## src/rtl/multicycle_controller.sv

```systemverilog
// Main control FSM for the multicycle RISC-V core: sequences the shared memory, ALU and register file.
// Optional INSTRET_COUNTER_EN adds a retired-instruction counter on o_instret; otherwise o_instret is 0.
module multicycle_controller (
  input  logic        i_clk,
  input  logic        i_arst_n,
  input  logic [6:0]  i_operand,
  input  logic [2:0]  i_funct3,
  input  logic        i_funct7bit5,
  input  logic        i_zero,
  input  logic        i_memReady,
  output logic        o_pcWriteEn,
  output logic        o_adrSel,
  output logic        o_memReadEn,
  output logic        o_memWriteEn,
  output logic        o_irWriteEn,
  output logic        o_regWriteEn,
  output logic [1:0]  o_resultSel,
  output logic [1:0]  o_aluSrcA,
  output logic [1:0]  o_aluSrcB,
  output logic [3:0]  o_aluLogicOperation,
  output logic        o_illegal,
  output logic [31:0] o_instret
);

  localparam logic [6:0] opLoad   = 7'b0000011;
  localparam logic [6:0] opStore  = 7'b0100011;
  localparam logic [6:0] opRType  = 7'b0110011;
  localparam logic [6:0] opIAlu   = 7'b0010011;
  localparam logic [6:0] opBranch = 7'b1100011;
  localparam logic [6:0] opJal    = 7'b1101111;

  localparam logic [3:0] aluAdd = 4'h0;
  localparam logic [3:0] aluSub = 4'h1;
  localparam logic [3:0] aluAnd = 4'h2;
  localparam logic [3:0] aluOr  = 4'h3;
  localparam logic [3:0] aluXor = 4'h4;
  localparam logic [3:0] aluSlt = 4'h5;

  typedef enum logic [3:0] {
    sFetch, sDecode, sMemAdr, sMemRead, sMemWb, sMemWrite,
    sExecuteR, sExecuteI, sAluWb, sBeq, sJal, sIllegal
  } stateT;

  stateT state;

  function automatic logic funct3Legal(input logic [2:0] f3);
    return f3 inside {3'b000, 3'b010, 3'b100, 3'b110, 3'b111};
  endfunction

  function automatic logic [3:0] aluOpFor(input logic [2:0] f3, input logic subAllowed, input logic f7);
    logic [3:0] op;
    case (f3)
      3'b000:  op = (subAllowed && f7) ? aluSub : aluAdd;
      3'b010:  op = aluSlt;
      3'b100:  op = aluXor;
      3'b110:  op = aluOr;
      3'b111:  op = aluAnd;
      default: op = aluAdd;
    endcase
    return op;
  endfunction

  // NOTE: sequential state uses non-blocking assignments so every flop samples pre-edge values.
  always_ff @(posedge i_clk or negedge i_arst_n) begin
    if (!i_arst_n) begin
      state <= sFetch;
    end else begin
      case (state)
        sFetch:    if (i_memReady) state <= sDecode;
        sDecode: begin
          case (i_operand)
            opLoad, opStore: state <= sMemAdr;
            opRType:         state <= funct3Legal(i_funct3) ? sExecuteR : sIllegal;
            opIAlu:          state <= funct3Legal(i_funct3) ? sExecuteI : sIllegal;
            opBranch:        state <= sBeq;
            opJal:           state <= sJal;
            default:         state <= sIllegal;
          endcase
        end
        sMemAdr:   state <= (i_operand == opLoad) ? sMemRead : sMemWrite;
        sMemRead:  if (i_memReady) state <= sMemWb;
        sMemWb:    state <= sFetch;
        sMemWrite: if (i_memReady) state <= sFetch;
        sExecuteR, sExecuteI: state <= sAluWb;
        sAluWb:    state <= sFetch;
        sBeq:      state <= sFetch;
        sJal:      state <= sAluWb;
        sIllegal:  state <= sIllegal;
        default:   state <= sFetch;
      endcase
    end
  end

  // Outputs are decoded from state (plus handshake/zero inputs) and forced low during reset,
  // so an access in flight loses its request the moment reset asserts.
  // NOTE: every output gets a default before the case so no latch is inferred.
  always_comb begin
    o_pcWriteEn         = 1'b0;
    o_adrSel            = 1'b0;
    o_memReadEn         = 1'b0;
    o_memWriteEn        = 1'b0;
    o_irWriteEn         = 1'b0;
    o_regWriteEn        = 1'b0;
    o_resultSel         = 2'b00;
    o_aluSrcA           = 2'b00;
    o_aluSrcB           = 2'b00;
    o_aluLogicOperation = aluAdd;
    o_illegal           = 1'b0;
    if (i_arst_n) begin
      case (state)
        sFetch: begin
          o_memReadEn = 1'b1;
          o_aluSrcB   = 2'b10;
          o_resultSel = 2'b10;
          o_irWriteEn = i_memReady;
          o_pcWriteEn = i_memReady;
        end
        sDecode: begin
          o_aluSrcA = 2'b01;
          o_aluSrcB = 2'b01;
        end
        sMemAdr: begin
          o_aluSrcA = 2'b10;
          o_aluSrcB = 2'b01;
        end
        sMemRead: begin
          o_adrSel    = 1'b1;
          o_memReadEn = 1'b1;
        end
        sMemWb: begin
          o_resultSel  = 2'b01;
          o_regWriteEn = 1'b1;
        end
        sMemWrite: begin
          o_adrSel     = 1'b1;
          o_memWriteEn = 1'b1;
        end
        sExecuteR: begin
          o_aluSrcA           = 2'b10;
          o_aluLogicOperation = aluOpFor(i_funct3, 1'b1, i_funct7bit5);
        end
        sExecuteI: begin
          o_aluSrcA           = 2'b10;
          o_aluSrcB           = 2'b01;
          o_aluLogicOperation = aluOpFor(i_funct3, 1'b0, i_funct7bit5);
        end
        sAluWb:    o_regWriteEn = 1'b1;
        sBeq: begin
          o_aluSrcA           = 2'b10;
          o_aluLogicOperation = aluSub;
          o_pcWriteEn         = i_zero;
        end
        sJal: begin
          o_aluSrcA   = 2'b01;
          o_aluSrcB   = 2'b10;
          o_pcWriteEn = 1'b1;
        end
        sIllegal:  o_illegal = 1'b1;
        default: ;
      endcase
    end
  end

`ifdef INSTRET_COUNTER_EN
  logic [31:0] instretCount;
  logic        retire;

  // jal retires through ALUWB, so it is counted exactly once.
  assign retire = (state == sMemWb) || (state == sAluWb) || (state == sBeq) ||
                  ((state == sMemWrite) && i_memReady);

  always_ff @(posedge i_clk or negedge i_arst_n) begin
    if (!i_arst_n)   instretCount <= '0;
    else if (retire) instretCount <= instretCount + 32'd1;
  end

  assign o_instret = instretCount;
`else
  assign o_instret = '0;
`endif

endmodule

```

## config.mk

```make
export PLATFORM = sky130hd
export DESIGN_NAME = multicycle_controller
export DESIGN_NICKNAME = d
export VERILOG_FILES = /design/src/rtl/multicycle_controller.sv
export SDC_FILE = /design/constraint.sdc
export NUM_CORES = 1
export LEC_CHECK = 0
export BUFFER_PORTS_ARGS = -buffer_cell sky130_fd_sc_hd__buf_2
export CAP_MARGIN = 20
export CORE_MARGIN = 4
export CORE_UTILIZATION = 43
export DETAILED_ROUTE_END_ITERATION = 6
export PLACE_DENSITY = 0.86
export SKIP_CTS_REPAIR_TIMING = 1
export SYNTH_ARGS = -nofsm -noshare
export SYNTH_HDL_FRONTEND = slang
export SYNTH_SLANG_ARGS = --single-unit
```

## constraint.sdc

```tcl
create_clock -name i_clk -period 2.3 [get_ports i_clk]
set_clock_uncertainty 0.1 [all_clocks]
set_input_delay 0.345 -clock i_clk [delete_from_list [all_inputs] [get_ports i_clk]]
set_output_delay 0.345 -clock i_clk [all_outputs]
set_load 0.02 [all_outputs]
```

After elaboration in Yosys (flattened, before gate mapping)
Index checks and enable logic that the tools add are counted.
W data, S select, Z words.

operators by class
  equality and inequality tests = 24
  multiplexer cells = 33
  reduce and logical (&&, ||, !) cells = 13

operators with widths
  operator              count
  $pmux W4 S7           1
  $mux W4               5
  $pmux W4 S5           1
  $eq A4 B3 Y1 const B  4
  $eq A4 B4 Y1 const B  4
  $pmux W3 S5           1
  $eq A7 B6 Y1 const B  2
  $eq A7 B7 Y1 const B  2
  $mux W1               14
  $pmux W2 S2           3
  $pmux W3 S4           1
  $reduce_or A2 Y1      6
  $eq A3 B3 Y1 const B  3
  $pmux W3 S3           1
  $eq A4 B2 Y1 const B  2
  $eq A7 B2 Y1 const B  1
  $eq A7 B5 Y1 const B  1
  $mux W2               3
  $mux W3               2
  $ne A2 B2 Y1 const B  3
  $reduce_or A3 Y1      2
  $reduce_bool A5 Y1    1
  $eq A4 B1 Y1 const B  1
  $logic_not A4 Y1      1
  other kinds (5)       5

storage, ports and cells
  bits in registers = 4
  input port bits = 15
  output and inout bits = 49
  word-level logic and storage cells = 71

Longest topological paths before layout
  word-level depth = 5
  gate-level depth with buffers = 6
  mapped depth without buffers = 4

Worst setup path before layout
OpenSTA, ideal clock, no wires.

  path kind = register to output
  from = register state[3]
  to = output port o_aluLogicOperation[0]
  arrival = 1.447 ns
  required time = 1.855 ns
  slack = 0.408 ns
  cell stages (with the launch flop) = 5
  buffers on the path = 1
  path through = dfrtp_1 buf_2 nor2b_1 nand2_1 o32ai_1

on the way
  word-level cells in the longest chain between the ends = 3
  elaborated cells on any way between the ends = 5
  classes of those cells = eq/ne: 3; mux: 2

ends and longest elaborated chain
  what                                                 RTL line  source
  start: declaration                                   44        stateT state;
  start signal: assignment                             66        state <= sFetch;
  start signal: assignment                             69        sFetch: if (i_memReady) state <= sDecode;
  start signal: assignment                             72        opLoad, opStore: state <= sMemAdr;
  $eq A4 B4 Y1 / $eq A4 B3 Y1 (equally long branches)  110       case (state)
  $pmux W3 S3 *                                        110
  $mux W3 *                                            109       if (i_arst_n) begin
  end: declaration                                     20        output logic [3:0] o_aluLogicOperation,

Every way passes the cells marked *; elsewhere a longest branch is shown, timed or not.

Final worst setup path
Ends and elaborated chain as after synthesis.

==> summary.md <==
| Metric | Value |
|---|---|
| Outcome | `finished clean` |
| Final WL | `1.95 mm` |
| Via density | `4.71` |
| Cell Pwr Density | `1050 nW/um2` |
| Root Driver | `clkbuf_4` |
| Grt ovf | `0` |
| Nets | `169` |
| Clock tree buffer depth | `2` |
| First-pass GRT wire length | `2.98 mm` |
| Core area | `1780 um2` |
| Hold Crit Start | `i_operand[5]` |
| Max-Cap Viols | `0` |
| Mapped Area | `832 um2` |
| Ys flop type | `dfrtp_1` |
| Mapped Cells | `122` |
| EDFF count, synth | `0` |
| R2R setup slack | `0.54 ns` |
| Slew Limit Headroom | `61.0%` |
| Antenna Nets Post-Route | `0` |
| CP Launch Type | `flop` |
| Async set-reset flop share out of synthesis | `100%` |
| CTS tree | `done` |
| Largest Register | `state` |
| Clock share of power | `8.9%` |
| H-tree levels | `1` |
| Fill cell count | `188` |
| GRT Total Usage | `14.5%` |
| Switching power | `530 uW` |
| Largest net degree at the start of global routing | `20` |
| Initial Util | `46.7%` |
| Routability cong. | `0.811` |
| Reg-to-reg endpoint | `state[0]$_DFFE_PN0P_` |
| Max Fclk | `0.470 GHz` |
| TritonCTS Buffers | `3` |
| Largest area contributor in the netlist | `buf_4` |
| Slew @ Worst Pin | `0.584 ns` |
| Min-Delay Path Class | `input port to flop` |
| Internal | `417 uW` |
| Die span in y | `52.0 um` |
| IO Port Bufs | `30` |
| Largest register FFs | `4` |
| Detailed placement HPWL | `1.60 mm` |
| Endpoint class of the critical path | `output pin` |
| Synthesis warning total | `0` |
| Slew Viols, Final | `0` |
| Hold path depth | `4` |
| Clk sinks | `4` |
| DRT Pass-1 Iters | `4` |
| Worst-Skew Late Latency | `0.23 ns` |
| Final setup vio count | `0` |
| # DRC | `0` |
| Endpoint of the worst hold path | `state[1]$_DFFE_PN0P_` |
| Synthesis-to-finish area growth | `8.57%` |
| Clock transition at the registers of the reported paths | `0.04 ns` |
| Initial antenna violation count | `0` |
| Register area share after synthesis | `12.0%` |
| Initial DRC Count | `23` |
| Synth area leaders | `buf_4 30%, dfrtp_1 12%, nor2_1 7.2%` |
| Seq cells post-synth | `4` |
| Synth top area share | `29.8%` |
| Die ar. | `2700 um2` |
| Max VDD drop | `0.485 mV` |
| R2R Path Start | `state[1]$_DFFE_PN0P_` |
| DR vias | `833` |
| Worst EP arrival | `1.68 ns` |
| Final hold violation count | `0` |
| Mean Syn Cell Area | `6.82 um2` |
| Routed len/inst | `11.0 um` |
| R2R cell count | `3` |
| Sequential Power Share | `18.0%` |
| Layout cells sized above 1 | `24.3%` |
| Period minus WS final | `2.13 ns` |
| CP max FO | `11` |
| Req. time, crit path | `1.86 ns` |
| Setup TNS | `0 ns` |
| Count leader, synth | `buf_4` |
| RSZ-0062 raised after global routing | `false` |
| Die width | `52.0 um` |
| # rows | `15` |
| Post-synth top cells | `33 x buf_4, 16 x nor2_1, 10 x nand2_1, 6 x nor3_1` |
| Combinational power share | `73.1%` |
| Yosys cell types | `35` |
| Final total power | `948 uW` |
| Number of antenna cells inserted | `0` |
| Static leakage | `0.507 nW` |
| I/O pins | `64` |
| Fin crit share | `92.4%` |
| Worst Setup Path Type | `flop to output pin` |
| Sw frac | `55.9%` |
| Largest regs | `state x4` |
| Hold WS | `0.316 ns` |
| Vias in the first global route | `729` |
[critical path, cell delays in order (launching register included)]
cell and delay, ns:
dfrtp_1 0.54, inv_1 0.16, or3_1 0.40, o32ai_1 0.13, buf_2 0.21
[logic make-up after synthesis]
group           after synthesis  synth area share [%]
mux                           1                  1.20
xor+xnor                      4                  4.21
buf+inv                      41                  34.7
other cells                   1                 0.451
simple gates                 55                  33.1
flops                         4                  12.0
compound gates               16                  14.3
[routing by layer]
metal / share of wire [%] / track usage, % / wire [um] / vias to the layer above
met5: 0 / 0 / 0 / -
met4: 1.3 / 9.17 / 26 / 0
met3: 11 / 2.87 / 210 / 2
met2: 48 / 24.9 / 947 / 49
met1: 39 / 16.2 / 768 / 374
li1: - / - / - / 408
[placed cells by master, fill, tap and decap left out, types with 4 or more instances in the layout]
| cell | n |
|---|---|
| buf_2 | 30 |
| dfrtp_1 | 4 |
| nor3_1 | 6 |
| nor2_1 | 16 |
| nand2b_1 | 4 |
| conb_1 | 33 |
| nor2b_1 | 4 |
| nand2_1 | 10 |
[worst max path at each step]
| stage | from | to | cells past startpoint |
|---|---|---|---|
| after detailed placement | i_arst_n | o_aluLogicOperation[0] | 5 |
| after floorplan | state[3]$_DFFE_PN0P_ | o_aluLogicOperation[0] | 4 |
| after CTS | state[3]$_DFFE_PN0P_ | o_aluLogicOperation[0] | 4 |
| final | state[3]$_DFFE_PN0P_ | o_aluLogicOperation[0] | 4 |
| after global routing | state[3]$_DFFE_PN0P_ | o_aluLogicOperation[0] | 4 |
| after global placement | state[1]$_DFFE_PN0P_ | o_aluSrcB[0] | 4 |
[layout make-up]
cell class	count	area (um2)	share of cell area [%]
Timing Repair Buffer	33	175	19.4
Multi-Input combinational cell	109	563	62.3
Tap cell	25	31.3	3.46
Inverter	3	11.3	1.25
Clock buffer	3	22.5	2.49
Sequential cell	4	100	11.1
[stage by stage]
step | setup slack, ns | utilization [%] | instances | cell area [um2]
final | 0.174 | 50.7 | 177 | 903
after detailed placement | 0.422 | 48.8 | 173 | 871
after CTS | 0.186 | 50.1 | 176 | 893
after floorplan | 0.408 | - | 154 | 952
after global routing | 0.0543 | 50.7 | 177 | 903
after global placement | 0.497 | 48.8 | 173 | 871
[power by group through the flow]
stage                     Clock (mW)  Combinational [mW]  Sequential, mW
after floorplan                    0               0.613           0.120
after global placement             0               0.663           0.166
after detailed placement           0               0.684           0.169
after CTS                     0.0883               0.687           0.167
after global routing           0.100               0.759           0.177
final                         0.0843               0.692           0.171
(Power assumes the default switching activity.)
